==> config.mk <==
export PLATFORM = sky130hd
export DESIGN_NAME = instr_encoder
export DESIGN_NICKNAME = d
export VERILOG_FILES = /design/src/rtl/instr_encoder.sv
export SDC_FILE = /design/constraint.sdc
export NUM_CORES = 1
export LEC_CHECK = 0
export ABC_AREA = 1
export CORE_MARGIN = 1
export CORE_UTILIZATION = 60
export DETAILED_ROUTE_END_ITERATION = 8
export DONT_BUFFER_PORTS = 1
export GPL_TIMING_DRIVEN = 0
export PLACE_DENSITY = 0.75
export SLEW_MARGIN = 25
export SYNTH_ARGS = -nofsm -noshare
export SYNTH_HDL_FRONTEND = slang
export SYNTH_SLANG_ARGS = --single-unit
==> constraint.sdc <==
create_clock -name clk -period 2.9 [get_ports clk]
set_input_delay 0.145 -clock clk [delete_from_list [all_inputs] [get_ports clk]]
set_output_delay 0.145 -clock clk [all_outputs]
set_load 0.05 [all_outputs]
==> src/rtl/instr_encoder.sv <==
// Encodes a stream of RV32I instruction requests into 32-bit words and writes
// them through a small FIFO to consecutive instruction-memory addresses.
module instr_encoder #(
  parameter int DEPTH = 4
) (
  input  logic        clk,
  input  logic        reset,
  input  logic        start,
  input  logic [31:0] base_addr,
  input  logic        req_valid,
  output logic        req_ready,
  input  logic [2:0]  kind,
  input  logic [4:0]  rd,
  input  logic [4:0]  rs1,
  input  logic [4:0]  rs2,
  input  logic [12:0] imm,
  input  logic        last,
  output logic        wr_valid,
  input  logic        wr_ready,
  output logic [31:0] wr_addr,
  output logic [31:0] wr_data,
  output logic        busy,
  output logic        done,
  output logic        err,
  output logic [15:0] count,
  output logic [1:0]  fsm_state
);

  // Handshakes: a transfer happens on a rising edge where valid && ready;
  // valid never waits on ready, and req_ready may rise combinationally when
  // a write in the same cycle frees a full FIFO entry.

  localparam int AW = $clog2(DEPTH);
  localparam logic [AW:0] FULL_OCC = DEPTH[AW:0];
  localparam logic [AW:0] OCC_ONE = 1;
  localparam logic [AW-1:0] PTR_ONE = 1;

  typedef enum logic [1:0] {
    IDLE  = 2'd0,
    RUN   = 2'd1,
    DRAIN = 2'd2
  } state_t;

  state_t        state;
  logic [31:0]   mem [DEPTH];
  logic [AW-1:0] wr_ptr;
  logic [AW-1:0] rd_ptr;
  logic [AW:0]   occ;
  logic [31:0]   addr;
  logic [31:0]   enc_word;
  logic          enc_reject;
  logic          full;
  logic          accept;
  logic          push;
  logic          pop;

  always_comb begin
    enc_word   = '0;
    enc_reject = 1'b0;
    case (kind)
      3'd0: begin
        enc_word   = {imm[11:0], rs1, 3'b010, rd, 7'b0000011};
        enc_reject = imm[12] != imm[11];
      end
      3'd1: begin
        enc_word   = {imm[11:0], rs1, 3'b000, rd, 7'b0010011};
        enc_reject = imm[12] != imm[11];
      end
      3'd2: enc_word = {7'b0000000, rs2, rs1, 3'b000, rd, 7'b0110011};
      3'd3: enc_word = {7'b0100000, rs2, rs1, 3'b000, rd, 7'b0110011};
      3'd4: enc_word = {7'b0000000, rs2, rs1, 3'b111, rd, 7'b0110011};
      3'd5: enc_word = {7'b0000000, rs2, rs1, 3'b110, rd, 7'b0110011};
      3'd6: enc_word = {7'b0000000, rs2, rs1, 3'b010, rd, 7'b0110011};
      default: begin
        // Branch offsets are halfword-aligned, so an odd offset cannot be encoded.
        enc_word   = {imm[12], imm[10:5], rs2, rs1, 3'b000, imm[4:1], imm[11], 7'b1100011};
        enc_reject = imm[0];
      end
    endcase
  end

  assign full      = occ == FULL_OCC;
  assign wr_valid  = occ != '0;
  assign pop       = wr_valid && wr_ready;
  assign req_ready = (state == RUN) && (!full || pop);
  assign accept    = req_valid && req_ready;
  assign push      = accept && !enc_reject;
  assign wr_data   = wr_valid ? mem[rd_ptr] : '0;
  assign wr_addr   = addr;
  assign busy      = state != IDLE;
  assign fsm_state = state;

  always_ff @(posedge clk) begin
    if (push) mem[wr_ptr] <= enc_word;
  end

  always_ff @(posedge clk) begin
    if (reset) begin
      state  <= IDLE;
      wr_ptr <= '0;
      rd_ptr <= '0;
      occ    <= '0;
      addr   <= '0;
      count  <= '0;
      err    <= 1'b0;
      done   <= 1'b0;
    end else begin
      done <= 1'b0;
      case (state)
        IDLE: begin
          if (start) begin
            state  <= RUN;
            addr   <= {base_addr[31:2], 2'b00};
            count  <= '0;
            err    <= 1'b0;
            wr_ptr <= '0;
            rd_ptr <= '0;
            occ    <= '0;
          end
        end
        RUN: begin
          if (accept && last) state <= DRAIN;
        end
        DRAIN: begin
          // Leaving only once the FIFO is empty keeps done a cycle after the last write.
          if (occ == '0) begin
            state <= IDLE;
            done  <= 1'b1;
          end
        end
        default: state <= IDLE;
      endcase

      if (push) wr_ptr <= wr_ptr + PTR_ONE;
      if (pop) begin
        rd_ptr <= rd_ptr + PTR_ONE;
        addr   <= addr + 32'd4;
        count  <= count + 16'd1;
      end
      if (accept && enc_reject) err <= 1'b1;

      case ({push, pop})
        2'b10:   occ <= occ + OCC_ONE;
        2'b01:   occ <= occ - OCC_ONE;
        default: occ <= occ;
      endcase
    end
  end

endmodule

After elaboration in Yosys (flattened, before gate mapping)
Memories as Yosys holds them, arrays and structs flattened. A register that Yosys moved wholly into a read port is not among the register bits.
Cells that the tools add are included.
- register bits: 59
- bits in latches: 0
- memory bits (writable): 128
- memory bits (read-only): 0
- input bits: 69
- word-level logic and storage cells: 85
- memories kept: 1
- add/sub/neg operators: 6
- multipliers: 0
- divide/modulo/power cells: 0
- $lt $le $gt $ge: 0
- equality and inequality tests: 15
- shift operators: 0
- multiplexer cells: 26
- bitwise logic cells: 1
- reduce and logical (&&, ||, !) cells: 28
- memories (memory ; words ; bits a word ; rd ports ; clocked after memory_dff ; wr ports ; line ; text):
    mem ; 4 ; 32 ; 1 ; 1 ; 1 ; 45 ; logic [31:0] mem [DEPTH];
- operator list (kind ; number):
    $pmux W32 S7 ; 1
    $mux W32 ; 4
    $mux W16 ; 3
    $add A32 B3 Y32 const B ; 1
    $mux W2 ; 9
    $add A16 B1 Y16 const B ; 1
    $reduce_bool A2 Y1 ; 8
    $eq A3 B3 Y1 const B ; 4
    $eq A3 B2 Y1 const B ; 2
    $logic_and A1 B1 Y1 ; 6
    $logic_not A3 Y1 ; 2
    $mux W1 ; 6
    $pmux W2 S3 ; 1
    $pmux W3 S2 ; 1
    $reduce_and A2 Y1 ; 3
    $reduce_or A5 Y1 ; 1
    $add A2 B1 Y2 const B ; 2
    $eq A2 B1 Y1 const B ; 2
    $eq A2 B2 Y1 const B ; 2
    $ne A2 B2 Y1 const B ; 2
    $reduce_or A2 Y1 ; 2
    $add A3 B1 Y3 const B ; 1
    $eq A3 B1 Y1 const B ; 1
    $reduce_and A3 Y1 ; 1
    9 further kinds ; 10

Logic depth before layout (Yosys ltp)
- depth after elaboration: 8
- depth in mapped cells: 13

Worst setup path after synthesis
No wires, ideal clock.
- path type: reg-to-reg
- start: reg state[0] (netlist: fsm_state[0])
- end: mem mem[0][10] (enable)
- setup time: 0.413 ns
- arrival time: 2.583 ns
- data required time: 2.487 ns
- setup slack: -0.096 ns
- stages on the path, launching flop included: 7
- path through: dfxtp_1 > inv_1 > nor2_1 > nand3_1 > nor2_1 > inv_1 > nor2_1
- cells in the longest elaborated chain, start to end: 6
- ends and longest elaborated chain (element ; line ; text):
    start, declared ; 44 ; state_t state;
    start signal, assigned ; 99 ; state <= IDLE;
    start signal, assigned ; 112 ; state <= RUN;
    start signal, assigned ; 122 ; if (accept && last) state <= DRAIN;
    $eq A2 B1 Y1 ; 85 ; assign req_ready = (state == RUN) && (!full || pop);
    $logic_and A1 B1 Y1 ; 85 ;
    $logic_and A1 B1 Y1 ; 86 ; assign accept = req_valid && req_ready;
    $logic_and A1 B1 Y1 ; 87 ; assign push = accept && !enc_reject;
    $mux W1 ; 94 ; if (push) mem[wr_ptr] <= enc_word;
    $mux W1 (not written as such) ; 94 ;
    end, declared ; 45 ;
Every way passes these cells.

==> results.yml <==
synthesis:
  synth_area_sq_mm: 0.00836
  synthDominantCellAreaShare_pct: 40.2
  yosysMostFrequentCell: "nand2_1"
  ys_seq_elements: 171
  synthFlopType: "edfxtp_1"
  ys_types: 45
  synthCells: 1010
  syn_avg_cell_area_sq_um: 8.28
  synth_edf_count: 112
  synthTopCellsByCount: "nand2_1 (221), nor2_1 (196), edfxtp_1 (112)"
  synth_area_leaders: "edfxtp_1 (40%), dfxtp_1 (14%), nand2_1 (9.9%)"
  async_flop_share_pct: 0
  ys_warn_count: 0
  ys_seq_area_share_pct: 54.4
  synth_top_area_cell: "edfxtp_1"
power_and_ir_drop:
  intPower_uw: 4130
  p_clk_share_pct: 32.3
  seq_power_share_pct: 45.8
  total_power_uw: 6450
  p_sw_share_pct: 36.0
  ir_drop_uv: 442
  comb_power_share_pct: 21.8
  power_leakage_uw: 0.00357
  power_switching_uw: 2320
  power_density_mw_per_mm2: 659
layout:
  fillers: 1014
  nNetsFinal: 1155
  syn_to_final_growth_pct: 17.1
  n_antenna_cell: 0
  multi_input_area_sq_mm: 0.00329
  drive_gt1_share_pct: 11.1
  layoutNonFillerInstCount: 1266
  seq_area_sq_mm: 0.00455
  postLayoutCoreUtil_pct: 73.0
critical_path:
  critPathMaxFanout: 10
  cpMostUsedCell: "clkbuf_1"
  arrival_ps: 2640
  cp_slowest_cell: "a21oi_1"
  end_kind: "output pin"
  cp_top_family: "compound AO/OA/AOI/OAI gates"
  crit_chain: "inv_2 > clkbuf_1 > clkbuf_1 > o21ai_0 > a21oi_1"
  critPathRequiredTime_ps: 2760
  path_buf_inv: 3
  crit_path_start_kind: "flop"
  critPathKind: "reg -> out"
  slowest_delay_ps: 810
routing:
  remaining_drc_errors: 0
  first_pass_iters: 5
  drtIter0Drc: 498
  ant_nets: 0
  drt-total-wl_mm: 20.3
  drt-wirelength-per-cell_microns: 16.0
  viasPerCell: 5.41
  vias: 6846
die:
  rows: 42
  core_sq_mm: 0.0134
  io_pins: 156
  die_h_microns: 120
  start_util_pct: 62.4
  die_x_microns: 120
  dieArea_sq_mm: 0.0144
grt:
  grt_pass1_wl_mm: 31.3
  antenna_found_initial: 0
  grt_pass1_vias: 6336
  grt_max_degree: 21
  track_usage_pct: 28.9
  grt_overflow_total: 0
sta:
  finalCriticalPeriod_ps: 2790
  setup_tns_ps: 0
  worst_slack_ps: 114
  clock_skew_ps: 10.2
  fin_crit_sh_pct: 96.1
  finalHoldViolCount: 0
  clock.fmax_mhz: 359
  slew-limit-headroom_pct: 27.2
  finalSetupViolations: 0
  worstMarginPinSlew_ps: 1090
  final_max_slew_viol_count: 0
placement:
  gp_congestion: 0.883
  dp_slack_ps: 230
  hpwlAfterDp_mm: 13.8
  dp_cells: 1193
  portBuffers: 0
cts:
  cts_tree: "built"
  htree_levels: 4
  insertion_delay_ps: 430
  cts.clk_slew.worst_paths_ps: 70
  cts_setup_buffers: 0
  cts.root.buffer_cell: "clkbuf_16"
  clk_path_buf_depth: 2
  cts_made_buffers: 17
  cts_sinks: 171
status:
  status: "completed"
worst_hold_path:
  hp-class: "in -> reg"
job:
  max_cap_violations: 0
sequential cells by signal, summed over array words and instances (netlist names), named ones only:
| register | count |
|---|---|
| count | 16 |
| done | 1 |
| err | 1 |
| fsm_state | 2 |
| mem | 112 |
| occ | 3 |
| rd_ptr | 2 |
| wr_addr | 30 |
| wr_ptr | 2 |
repair_timing:
item	in CTS	in global routing
endpoints found under the setup margin	0	18
endpoints found under the hold margin	72	0
hold buffers	42	0
gates resized for setup	0	17
power by group through the flow:
stage	sequential, uW	clock [uW]	combinational, uW
detailed placement	3010	0	1300
floorplan	2980	0	1050
global placement	3010	0	1270
CTS	2950	2090	1360
global route	2970	2190	1510
finish	2960	2090	1410
final timing paths:
| check | startpoint | endpoint | slack [ps] | cells after the start |
|---|---|---|---|---|
| max | flop | wr_data[16] | 110 | 5 |
| min | rs2[3] | mem[1][23] | 20 | 2 |
| max reg2reg | fsm_state[1] | occ[2] | 240 | 11 |
| min reg2reg | rd_ptr[1] | rd_ptr[1] | 470 | 2 |
per-layer routing:
layer  vias to the layer above  part of all wire, %  GRT usage (%)
met2                       259                   49           49.6
li1                       3437                    -              -
met1                      3117                   41           35.3
met3                        33                  8.0           6.61
met5                         -                    0              0
met4                         0                  1.7           10.7
final cells by class:
type,instances,area share [%]
plain buffers,42,2.57
clock buffers,17,4.35
clock inverters,14,1.18
inverters,109,4.23
multi-input cells,691,33.6
flip-flops and latches,171,46.4
well taps,176,2.25
repair buffers,46,5.42
worst reg2reg max path: stages (launching register included):
cell	delay, ps
dfxtp_1	690
nor2_1	160
nand3_1	140
nor2_1	90
inv_1	350
ha_1	220
inv_1	70
fa_1	370
a21oi_1	140
o21ai_0	120
o21ai_0	150
a21oi_1	50
cell families after synthesis:
logic type / count (synthesis) / synth area share (%)
simple gates: 493 / 24.2
fa+ha+maj: 8 / 1.29
compound gates: 182 / 11.8
other cells: 1 / 0.0449
xor+xnor: 4 / 0.419
buf+inv: 151 / 7.96
flops: 171 / 54.4
through the flow:
step	instance area [sq um]	hold WS, ps
after floorplan	8370	244
after detailed placement	8750	244
after global routing	9790	7.97
final	9790	18.2
after CTS	9720	7.68
after global placement	8590	244
cell usage in the layout, fill, tap and decap left out, drive strengths merged, types with 2 or more instances in the layout:
cell | netlist | routed
clkbuf | 12 | 29
xor2 | 3 | 3
nand4 | 2 | 2
inv | 107 | 114
clkinvlp | 0 | 4
clkinv | 2 | 5
a31oi | 8 | 8
conb | 1 | 4
nor2 | 205 | 205
buf | 30 | 34
dfxtp | 59 | 59
ha | 7 | 7
nand3 | 49 | 49
nor3 | 5 | 5
dlygate4sd3 | 0 | 42
o21bai | 2 | 2
o21ai | 99 | 99
a21oi | 67 | 67
edfxtp | 112 | 112
nand2 | 228 | 228
o211ai | 2 | 2
Note: power is estimated with default switching activity, not from simulation.
